<file path="src/rtl/dmem_lsu.sv">
// Load/store sequencer: turns one core request into registered data-memory beats.
// Define DMEM_LSU_MISALIGN_EN to split misaligned accesses; otherwise they are rejected.
module dmem_lsu #(
  parameter int ADDR_W = 32
) (
  input  logic              clk,
  input  logic              reset,
  input  logic              req_valid,
  output logic              req_ready,
  input  logic              req_we,
  input  logic [1:0]        req_size,
  input  logic              req_unsigned,
  input  logic [ADDR_W-1:0] req_addr,
  input  logic [31:0]       req_wdata,
  output logic              rsp_valid,
  output logic [31:0]       rsp_rdata,
  output logic              rsp_err,
  output logic [1:0]        mem_write,
  output logic [2:0]        mem_size_load,
  output logic [ADDR_W-1:0] mem_addr,
  output logic [31:0]       mem_wdata,
  input  logic [31:0]       mem_rdata
);

  typedef enum logic [1:0] {IDLE, BUSY, RESP} state_t;

  typedef struct packed {
    logic [1:0]        wr;
    logic [ADDR_W-1:0] a;
    logic [31:0]       d;
  } beat_t;

  state_t            state, state_nxt;
  beat_t             cmd_nxt;
  logic              acc_err;
  logic              err_q, we_q, uns_q;
  logic [1:0]        size_q;
  logic [ADDR_W-1:0] addr_q;
  logic [31:0]       wdata_q;
  logic [31:0]       buf0;

`ifdef DMEM_LSU_MISALIGN_EN
  localparam bit MISALIGN_EN = 1'b1;
  logic [31:0] buf1;
  logic [1:0]  beat, last_beat;
`else
  localparam bit MISALIGN_EN = 1'b0;
  localparam logic [1:0] beat = 2'd0;
  localparam logic [1:0] last_beat = 2'd0;
`endif

  function automatic logic misaligned(input logic [1:0] size, input logic [1:0] off);
    return ((size == 2'b01) && off[0]) || ((size == 2'b10) && (off != 2'd0));
  endfunction

`ifdef DMEM_LSU_MISALIGN_EN
  // Index of the final beat: split stores go byte by byte, loads only split on a word crossing.
  function automatic logic [1:0] last_idx(input logic we, input logic [1:0] size,
                                          input logic [1:0] off);
    if (!misaligned(size, off)) return 2'd0;
    if (we) return (size == 2'b10) ? 2'd3 : 2'd1;
    return ((size == 2'b10) || (off == 2'd3)) ? 2'd1 : 2'd0;
  endfunction
`endif

  function automatic beat_t beat_cmd(input logic we, input logic [1:0] size,
                                     input logic [ADDR_W-1:0] a, input logic [31:0] wd,
                                     input logic [1:0] k);
    beat_t             c;
    logic [ADDR_W-1:0] ak;
    c  = '0;
    ak = a + ADDR_W'(k);
    if (!we) begin
      c.a = {a[ADDR_W-1:2], 2'b00} + ADDR_W'({k, 2'b00});
    end else if (misaligned(size, a[1:0])) begin
      c.wr = 2'b11;
      c.a  = ak;
      c.d  = ((wd >> {k, 3'b000}) & 32'h0000_00FF) << {ak[1:0], 3'b000};
    end else begin
      c.a = a;
      case (size)
        2'b10:   begin c.wr = 2'b01; c.d = wd;                end
        2'b01:   begin c.wr = 2'b10; c.d = {2{wd[15:0]}};     end
        default: begin c.wr = 2'b11; c.d = {4{wd[7:0]}};      end
      endcase
    end
    return c;
  endfunction

  function automatic logic [31:0] load_ext(input logic [63:0] pair, input logic [1:0] off,
                                           input logic [1:0] size, input logic uns);
    logic [31:0]        w;
    logic signed [7:0]  b;
    logic signed [15:0] h;
    w = 32'(pair >> {off, 3'b000});
    b = w[7:0];
    h = w[15:0];
    case (size)
      2'b00:   return uns ? {24'd0, w[7:0]}  : 32'(b);
      2'b01:   return uns ? {16'd0, w[15:0]} : 32'(h);
      default: return w;
    endcase
  endfunction

  assign acc_err = (req_size == 2'b11) ||
                   (!MISALIGN_EN && misaligned(req_size, req_addr[1:0]));

  always_comb begin
    state_nxt = state;
    case (state)
      IDLE:    if (req_valid) state_nxt = acc_err ? RESP : BUSY;
      BUSY:    if (beat == last_beat) state_nxt = RESP;
      RESP:    state_nxt = IDLE;
      default: state_nxt = IDLE;
    endcase
  end

  always_comb begin
    cmd_nxt = '0;
    if (state == IDLE) cmd_nxt = beat_cmd(req_we, req_size, req_addr, req_wdata, 2'd0);
    else               cmd_nxt = beat_cmd(we_q, size_q, addr_q, wdata_q, beat + 2'd1);
  end

  // Control and memory command registers; mem_* drop to zero whenever no beat is issued.
  always_ff @(posedge clk or posedge reset) begin
    if (reset) begin
      state     <= IDLE;
      err_q     <= 1'b0;
      mem_write <= 2'b00;
      mem_addr  <= '0;
      mem_wdata <= '0;
`ifdef DMEM_LSU_MISALIGN_EN
      beat      <= 2'd0;
      last_beat <= 2'd0;
`endif
    end else begin
      state     <= state_nxt;
      mem_write <= 2'b00;
      mem_addr  <= '0;
      mem_wdata <= '0;
      if (state == IDLE && req_valid) begin
        err_q <= acc_err;
`ifdef DMEM_LSU_MISALIGN_EN
        beat      <= 2'd0;
        last_beat <= last_idx(req_we, req_size, req_addr[1:0]);
`endif
        if (!acc_err) begin
          mem_write <= cmd_nxt.wr;
          mem_addr  <= cmd_nxt.a;
          mem_wdata <= cmd_nxt.d;
        end
      end else if (state == BUSY && beat != last_beat) begin
`ifdef DMEM_LSU_MISALIGN_EN
        beat <= beat + 2'd1;
`endif
        mem_write <= cmd_nxt.wr;
        mem_addr  <= cmd_nxt.a;
        mem_wdata <= cmd_nxt.d;
      end
    end
  end

  // Request fields and load buffers carry data only, so they are not reset.
  always_ff @(posedge clk) begin
    if (state == IDLE && req_valid) begin
      addr_q  <= req_addr;
      wdata_q <= req_wdata;
      size_q  <= req_size;
      we_q    <= req_we;
      uns_q   <= req_unsigned;
    end
    if (state == BUSY && !we_q) begin
`ifdef DMEM_LSU_MISALIGN_EN
      if (beat == 2'd0) buf0 <= mem_rdata;
      else              buf1 <= mem_rdata;
`else
      buf0 <= mem_rdata;
`endif
    end
  end

  assign req_ready     = (state == IDLE);
  assign rsp_valid     = (state == RESP);
  assign rsp_err       = (state == RESP) && err_q;
  assign mem_size_load = 3'b000;

`ifdef DMEM_LSU_MISALIGN_EN
  assign rsp_rdata = (state == RESP && !err_q && !we_q) ?
                     load_ext({buf1, buf0}, addr_q[1:0], size_q, uns_q) : 32'd0;
`else
  assign rsp_rdata = (state == RESP && !err_q && !we_q) ?
                     load_ext({32'd0, buf0}, addr_q[1:0], size_q, uns_q) : 32'd0;
`endif

endmodule

</file>
<file path="config.mk">
export PLATFORM = sky130hd
export DESIGN_NAME = dmem_lsu
export DESIGN_NICKNAME = d
export VERILOG_FILES = /design/src/rtl/dmem_lsu.sv
export SDC_FILE = /design/constraint.sdc
export NUM_CORES = 1
export LEC_CHECK = 0
export CORE_MARGIN = 4
export CORE_UTILIZATION = 42
export CTS_BUF_LIST = sky130_fd_sc_hd__clkbuf_4
export DETAILED_ROUTE_END_ITERATION = 7
export GPL_ROUTABILITY_DRIVEN = 0
export HOLD_SLACK_MARGIN = 0.15
export PLACE_DENSITY = 0.87
export SLEW_MARGIN = 20
export SYNTH_ARGS = -nofsm -noshare
export SYNTH_HDL_FRONTEND = slang
export SYNTH_SLANG_ARGS = --single-unit
</file>
<file path="constraint.sdc">
create_clock -name clk -period 4.3 [get_ports clk]
set_input_delay 0.43 -clock clk [delete_from_list [all_inputs] [get_ports clk]]
set_output_delay 0.43 -clock clk [all_outputs]
set_load 0.02 [all_outputs]
</file>
### After elaboration in Yosys (flattened, before gate mapping)

Index checks and enable logic that the tools add are counted.

| cells by class | value |
|---|---|
| add/sub/neg operators | 2 |
| reductions and logical operators | 18 |
| divide/modulo/power cells | 0 |
| shift-type cells | 3 |
| multipliers | 0 |
| equal/unequal tests | 8 |
| mux-type cells | 26 |
| $lt $le $gt $ge | 0 |
| bitwise logic cells | 0 |

Operators by type and width:

| operator | number |
|---|---|
| $mux W32 | 11 |
| $mux W66 | 3 |
| $pmux W32 S2 | 3 |
| $shl A8 B5 Y32 | 2 |
| $add A32 B1 Y32 const B | 1 |
| $add A32 B3 Y32 const B | 1 |
| $shr A32 B5 Y32 | 1 |
| $mux W2 | 6 |
| $pmux W2 S2 | 3 |
| $logic_and A1 B1 Y1 | 9 |
| $eq A2 B2 Y1 const B | 4 |
| $eq A2 B1 Y1 const B | 3 |
| $logic_not A2 Y1 | 2 |
| $reduce_bool A2 Y1 | 2 |
| $logic_or A1 B1 Y1 | 3 |
| $logic_not A1 Y1 | 2 |
| $ne A2 B2 Y1 const B | 1 |

| word-level totals | value |
|---|---|
| word-level logic and storage cells | 68 |
| register bits | 169 |
| memories | 0 |
| RAM bits | 0 |
| input bits | 103 |
| output and inout bits | 104 |
| bits in latches | 0 |
| ROM bits | 0 |

### Longest topological paths before layout

Gate-level depths: netlist of run 1.

| depth | value |
|---|---|
| depth after elaboration | 8 |
| depth in mapped cells | 7 |
| mapped depth without buffers | 6 |

### Worst setup path after synthesis of run 1

No wires, ideal clock.

| timing | value |
|---|---|
| kind | register to register |
| from | register state[1] |
| to | register buf0[0], enable pin |
| period minus slack after synthesis | 3.279 ns |
| required time | 3.832 ns |
| setup slack | 1.021 ns |
| buffers on the path | 0 |
| stages on the path, launching flop included | 2 |
| library setup time | 0.468 ns |
| data arrival time | 2.811 ns |
| cell sequence | dfrtp_1 > nor3b_1 |

| between the ends | value |
|---|---|
| longest elaborated chain between the ends | 2 |

Ends and longest elaborated chain:

| item | RTL line | text |
|---|---|---|
| from (decl) | 33 | `state_t state, state_nxt;` |
| from (signal assigned) | 137 | `state <= state_nxt;` |
| $eq A2 B1 Y1 | 172 | `if (state == BUSY && !we_q) begin` |
| $logic_and A1 B1 Y1 | 172 |  |
| to (signal assigned) | 177 | `buf0 <= mem_rdata;` |
| to (decl) | 40 | `logic [31:0] buf0;` |

No other way between the ends.
A chain may end at the register's enable or synchronous reset.

### Worst setup path after layout of run 1

| timing | value |
|---|---|
| from | register addr_q[1] |
| to | output rsp_rdata[17] |

| between the ends | value |
|---|---|
| longest elaborated chain between the ends | 4 |
| elaborated cells on any way between the ends | 5 |
| classes of those cells | shift: 1; mux: 4 |

Ends and longest elaborated chain:

| item | RTL line | text |
|---|---|---|
| from (decl) | 38 | `logic [ADDR_W-1:0] addr_q;` |
| from (signal assigned) | 166 | `addr_q <= req_addr;` |
| $shr A32 B5 Y32 * | 95 | `w = 32'(pair >> {off, 3'b000});` |
| $mux W32, on equally long branches | 100, 99 |  |
| $pmux W32 S2 * | 98 | `case (size)` |
| $mux W32 * | 191 | `assign rsp_rdata = (state == RESP && !err_q && !we_q) ?` |
| to (decl) | 16 | `output logic [31:0] rsp_rdata,` |

Every way passes the cells marked *; elsewhere a longest branch is shown, timed or not.

==> out/qor.yml, run 1 <==
final_cell_mix: "clkdlybuf4s50_1 (203), dfrtp_1 (69), nor2_1 (51), edfxtp_1 (38), a21oi_1 (35)"
critPathKind: "reg2out"
rr_endpoint: "mem_write[0]"
postCtsSetupRepairBufs: 0
synth_area_sq_um: 4599
path_max_fanout: 26
ctsHoldBuffers: 0
hold_viol: 0
rsz0062_at_grt: "false"
fin_crit_ns: 3.482
hpwlAfterDp_microns: 9637
clk_path_buf_depth: 2
finalSetupViolations: 0
r2r_cells: 5
startpoint_type: "flip-flop"
num_vias: 3735
cts_root_buf: "clkbuf_4"
max_slew.worst_pin.slew_ns: 1.030
wire_per_inst_microns: 17.71
clkTransAtPathRegs_ns: 0.17
cts.sinks: 107
hold_class: "in2async"
cp-startpoint: "addr_q[1]"
slew-limit-headroom_pct: 31.16
synth.distinct_cells: 37
cts_buffers: 9
endpoint: "rsp_rdata[17]"
drive_gt1_share_pct: 7.045
cts_tree: "done"
overflow: 0
endpoint_kind: "output port"
via_per_inst: 5.202
design_area_sq_um: 6828
die_w_microns: 112.6
grt_max_degree: 41
io_buffers: 203
final_common_cell: "clkdlybuf4s50_1"
post_dp_cell_area_sq_um: 6691
power.total_mw: 2.064
core_sq_um: 10510
max_freq_ghz: 0.2872
peakVddDrop_v: 0.0001558
finalMaxSlewViolations: 0
worstPathArrival_ns: 3.05
antenna_left: 0
final_core_util_pct: 64.97
fin_crit_sh_pct: 80.98
design.die.area_sq_um: 12690
ys_seq_elements: 107
wl_microns: 12720
holdWs_ns: 0.3608
seq_area_frac_synth_pct: 62.35
power.density_nw_per_um2: 302.3
grt_pass1_wl_microns: 19530
num_rows: 37
antenna_found_initial: 0
grt_use_total_pct: 19.46
synthCells: 387
dr.pass1.iters: 5
grt_pass1_vias: 3733
htreeDepth: 3
synth_area_per_cell_sq_um: 11.88
cap_violations: 0
die_h_microns: 112.6
insertion_delay_ns: 0.44
setup_tns_ns: 0
p_leak_nw: 2.742
yosysWarnings: 0
regToRegSetupSlack_ns: 2.29
ios: 207
area_delta_synth_final_pct: 48.45
cp.required_ns: 3.87
post_cts_resized: 0
nets: 685
diodes: 0
drtIter0Drc: 375
status: "complete, no violations"
rr_startpoint: "state[1]"
drc_errors: 0
start_util_pct: 43.77
fin_worst_skew_ns: 0.01854
-- cells in the mapped netlist --
library cell / instances / area share, %
clkbuf_1: 18 / 1.5
clkinv_1: 1 / 0.082
conb_1: 1 / 0.082
a311oi_4: 1 / 0.57
buf_6: 3 / 0.73
or2_2: 2 / 0.27
o2bb2ai_1: 8 / 1.5
dfrtp_1: 69 / 38
a21oi_1: 35 / 3.8
or3b_4: 1 / 0.24
a211oi_1: 15 / 2.4
inv_1: 9 / 0.73
mux2i_1: 8 / 1.7
a31oi_1: 1 / 0.14
nor2_1: 51 / 4.2
o22ai_4: 1 / 0.44
nand2b_1: 1 / 0.14
buf_2: 2 / 0.22
nor2b_1: 9 / 1.2
mux2_2: 8 / 2.0
buf_4: 4 / 0.65
buf_1: 5 / 0.41
a22oi_1: 24 / 3.9
nor3_1: 15 / 1.6
ha_1: 5 / 1.4
o211a_1: 1 / 0.22
mux2i_4: 1 / 0.49
nor3b_1: 2 / 0.33
o21ai_0: 1 / 0.11
nand2_1: 2 / 0.16
nand3b_1: 1 / 0.16
and2_1: 32 / 4.4
edfxtp_1: 38 / 25
nor3_2: 1 / 0.22
nor2b_4: 1 / 0.30
and3_1: 9 / 1.2
nand2_2: 1 / 0.14
-- layer usage --
| layer | vias up | wire length (microns) | global-route usage [%] |
|---|---|---|---|
| li1 | 1736 | - | - |
| met4 | 0 | 371 | 8.173 |
| met1 | 1750 | 4819 | 23.20 |
| met3 | 27 | 1247 | 5.606 |
| met5 | - | 0 | 0 |
| met2 | 222 | 6281 | 32.90 |
-- critical path: stages, from the launching register on --
cell and delay, ns:
edfxtp_1 0.35, buf_4 0.32, mux2i_1 0.39, o22ai_4 0.20
a311oi_4 0.62, nor3_1 0.15, clkdlybuf4s50_1 0.59
-- cell type report --
cell class              count  area, sq um
flip-flops and latches    107         2868
inverters                  10        37.54
clock buffers              11        82.58
well taps                 136        170.2
clock inverters             5        38.79
multi-input cells         240         1546
repair buffers            209         2085
fillers                   795         3681
-- sequential cells by signal, indices dropped and copies added, names as in the netlist, 2 cells and up --
signal and cells:
mem_wdata 32, size_q 2, mem_addr 32, mem_write 2, buf0 32, state 2
addr_q 2
-- through the flow --
stage                     instances  setup slack, ns
after global placement          701            1.148
after floorplan                 389            1.021
after detailed placement        701           0.9951
after CTS                       717           0.4638
final                           718           0.8178
after global routing            718           0.6151
-- cell families (layout without fill, tap and decap cells) --
| family | after synthesis | after routing | share of synthesized area (%) |
|---|---|---|---|
| flip-flops | 107 | 107 | 62.35 |
| other | 1 | 3 | 0.08153 |
| AND/OR/NAND/NOR | 128 | 128 | 14.55 |
| AO/OA/AOI/OAI | 87 | 87 | 13.17 |
| multiplexers | 17 | 17 | 4.189 |
| buffers and inverters | 42 | 235 | 4.298 |
| adder cells (fa/ha/maj) | 5 | 5 | 1.360 |
-- power by group --
group	total [mW]	leakage (nW)	switching [mW]	internal (mW)
combinational	0.475	1.39	0.244	0.232
sequential	1.13	1.29	0.0244	1.11
clock	0.455	0.0636	0.320	0.135
total	2.06	2.74	0.588	1.48
-- worst min path at each step --
stage                         endpoint  slack [ns]  cells past startpoint
final                     mem_addr[26]        0.36                      2
after global routing      mem_addr[27]        0.40                      2
after CTS                 mem_addr[27]        0.36                      2
after detailed placement      state[1]        0.52                      1
after global placement        state[1]        0.50                      1
after floorplan               state[1]        0.46                      1
(Power assumes the default switching activity.)
==> inputs of run 2 (changes only) <==
- clock period: 4.3 -> 3.5 ns (I/O delays scaled with it)
==> run 2 against run 1 <==
Sequential cell count unchanged. Critical endpoint is now rsp_rdata[7]. Final cell count grew 0.56%. Register-to-register slack got worse by 0.80 ns.
==> out/qor.yml, run 2 (synthesis results as in run 1) <==
status: "complete, no violations"
p_leak_nw: 2.961
reg.largest.list: "buf0: 32 flops, mem_addr: 32 flops, mem_wdata: 32 flops"
swShare_pct: 26.69
fin_crit_ns: 3.242
post_dp_cell_area_sq_um: 6706
ios: 207
htreeDepth: 3
max_slew.worst_pin.slew_ns: 0.9890
clkPwrFrac_pct: 25.3
insertion_delay_ns: 0.44
num_vias: 3780
rr_startpoint: "state[1]"
path_max_fanout: 30
wl_met3_microns: 1172
nets: 688
max_freq_ghz: 0.3084
grt_use_total_pct: 19.60
wl_met1_microns: 4707
ctsHoldBuffers: 0
design_area_sq_um: 6917
hold_class: "in2reg"
crit_chain: "nor2b_1 -> nand2_1 -> a211oi_1 -> clkdlybuf4s50_1"
hpwlAfterDp_microns: 9514
die_h_microns: 112.6
pre_cts_slack_ns: 0.5606
grt_max_degree: 70
antenna_found_initial: 1
wl_microns: 12620
cp-startpoint: "state[1]"
seqPwrFrac_pct: 52.6
start_util_pct: 43.77
via_per_inst: 5.235
cts.sinks: 107
num_rows: 37
dr.pass1.iters: 5
comb_power_share_pct: 22.1
peakVddDrop_v: 0.0002424
clk_path_buf_depth: 2
antenna_left: 0
finalSetupViolations: 0
rsz0062_at_grt: "false"
hold_viol: 0
drive_gt1_share_pct: 7.179
cp.required_ns: 3.15
power.total_mw: 2.654
fin_crit_sh_pct: 92.63
finalMaxSlewViolations: 0
slew-limit-headroom_pct: 33.90
cts_buffers: 9
design.die.area_sq_um: 12690
power.density_nw_per_um2: 383.8
fin_worst_skew_ns: 0.02392
wire_per_inst_microns: 17.48
cts_root_buf: "clkbuf_4"
worst_slack_ns: 0.2579
wl_met2_microns: 6388
cts_tree: "done"
min_from: "req_addr[26]"
cp_slowest_stage_delay_ns: 0.67
endpoint_kind: "output port"
grt_pass1_vias: 3803
final_cell_mix: "clkdlybuf4s50_1 (193), dfrtp_1 (69), nor2_1 (51), edfxtp_1 (38), a21oi_1 (35)"
grt_pass1_wl_microns: 19730
overflow: 0
drc_errors: 0
io_buffers: 203
core_sq_um: 10510
critPathKind: "reg2out"
top_layer: "met4"
cap_violations: 0
startpoint_type: "flip-flop"
clkTransAtPathRegs_ns: 0.16
fillers: 790
p_int_mw: 1.946
worstPathArrival_ns: 2.89
area_delta_synth_final_pct: 50.38
p_switching_mw: 0.7083
final_common_cell: "clkdlybuf4s50_1"
setup_tns_ns: 0
drtIter0Drc: 286
die_w_microns: 112.6
crit_slowest_cell: "clkdlybuf4s50_1"
[run 2: changes by cell type in the layout (fill, tap and decap cells not counted), sizes merged, moves of 2 or more]
cell           change
clkdlybuf4s50     -10
buf                +3
bufinv             +2
dlymetal6s2s      +10
[run 2: worst paths after layout]
| path | end | slack, ns | cells past startpoint |
|---|---|---|---|
| worst max-delay path | rsp_rdata[7] | 0.26 | 4 |
| worst min-delay path | mem_addr[26] | 0.45 | 2 |
| worst max register to register | mem_write[1] | 1.49 | 5 |
| worst min register to register | state[1] | 0.53 | 1 |
| max in group asynchronous | mem_wdata[6] | 2.45 | 3 |
| min in group asynchronous | mem_addr[25] | 0.46 | 3 |
[run 2: layer usage]
layer | track usage (%) | up-vias
met5 | 0 | -
met4 | 7.372 | 0
met3 | 5.660 | 36
met2 | 33.61 | 216
met1 | 23.34 | 1785
li1 | - | 1743
[run 2: critical path: cells and delay by family, from the launching register on]
family / cells / cell delay [ns]
AND/OR/NAND/NOR: 2 / 0.82
buffers and inverters: 1 / 0.67
AO/OA/AOI/OAI: 1 / 0.51
flip-flops: 1 / 0.45
[run 2: through the flow]
step / hold WS [ns] / util (%) / instances
floorplan: 0.4489 / - / 389
global placement: 0.4966 / 63.82 / 703
detailed placement: 0.5259 / 63.82 / 703
CTS: 0.4159 / 65.29 / 719
global route: 0.3978 / 65.82 / 722
finish: 0.4471 / 65.82 / 722
[run 2: layout make-up]
class	instances	area, sq um	area share, %
clock buffers	10	75.07	1.085
inverters	10	37.54	0.5427
well taps	136	170.2	2.460
multi-input cells	240	1546	22.36
flip-flops and latches	107	2868	41.46
clock inverters	6	80.08	1.158
repair buffers	212	2137	30.90
diodes	1	2.502	0.03618
[run 2: what timing repair did]
item                       CTS  global route
setup endpoints to repair    0            16
setup buffers                0             2
resized for setup            0            10
[run 2: power by group through the flow]
stage	clock network (mW)	registers [mW]	logic, mW
after floorplan	0	1.45	0.267
after global placement	0	1.42	0.566
after detailed placement	0	1.42	0.577
after CTS	0.689	1.40	0.581
after global routing	0.751	1.40	0.632
final	0.672	1.40	0.587
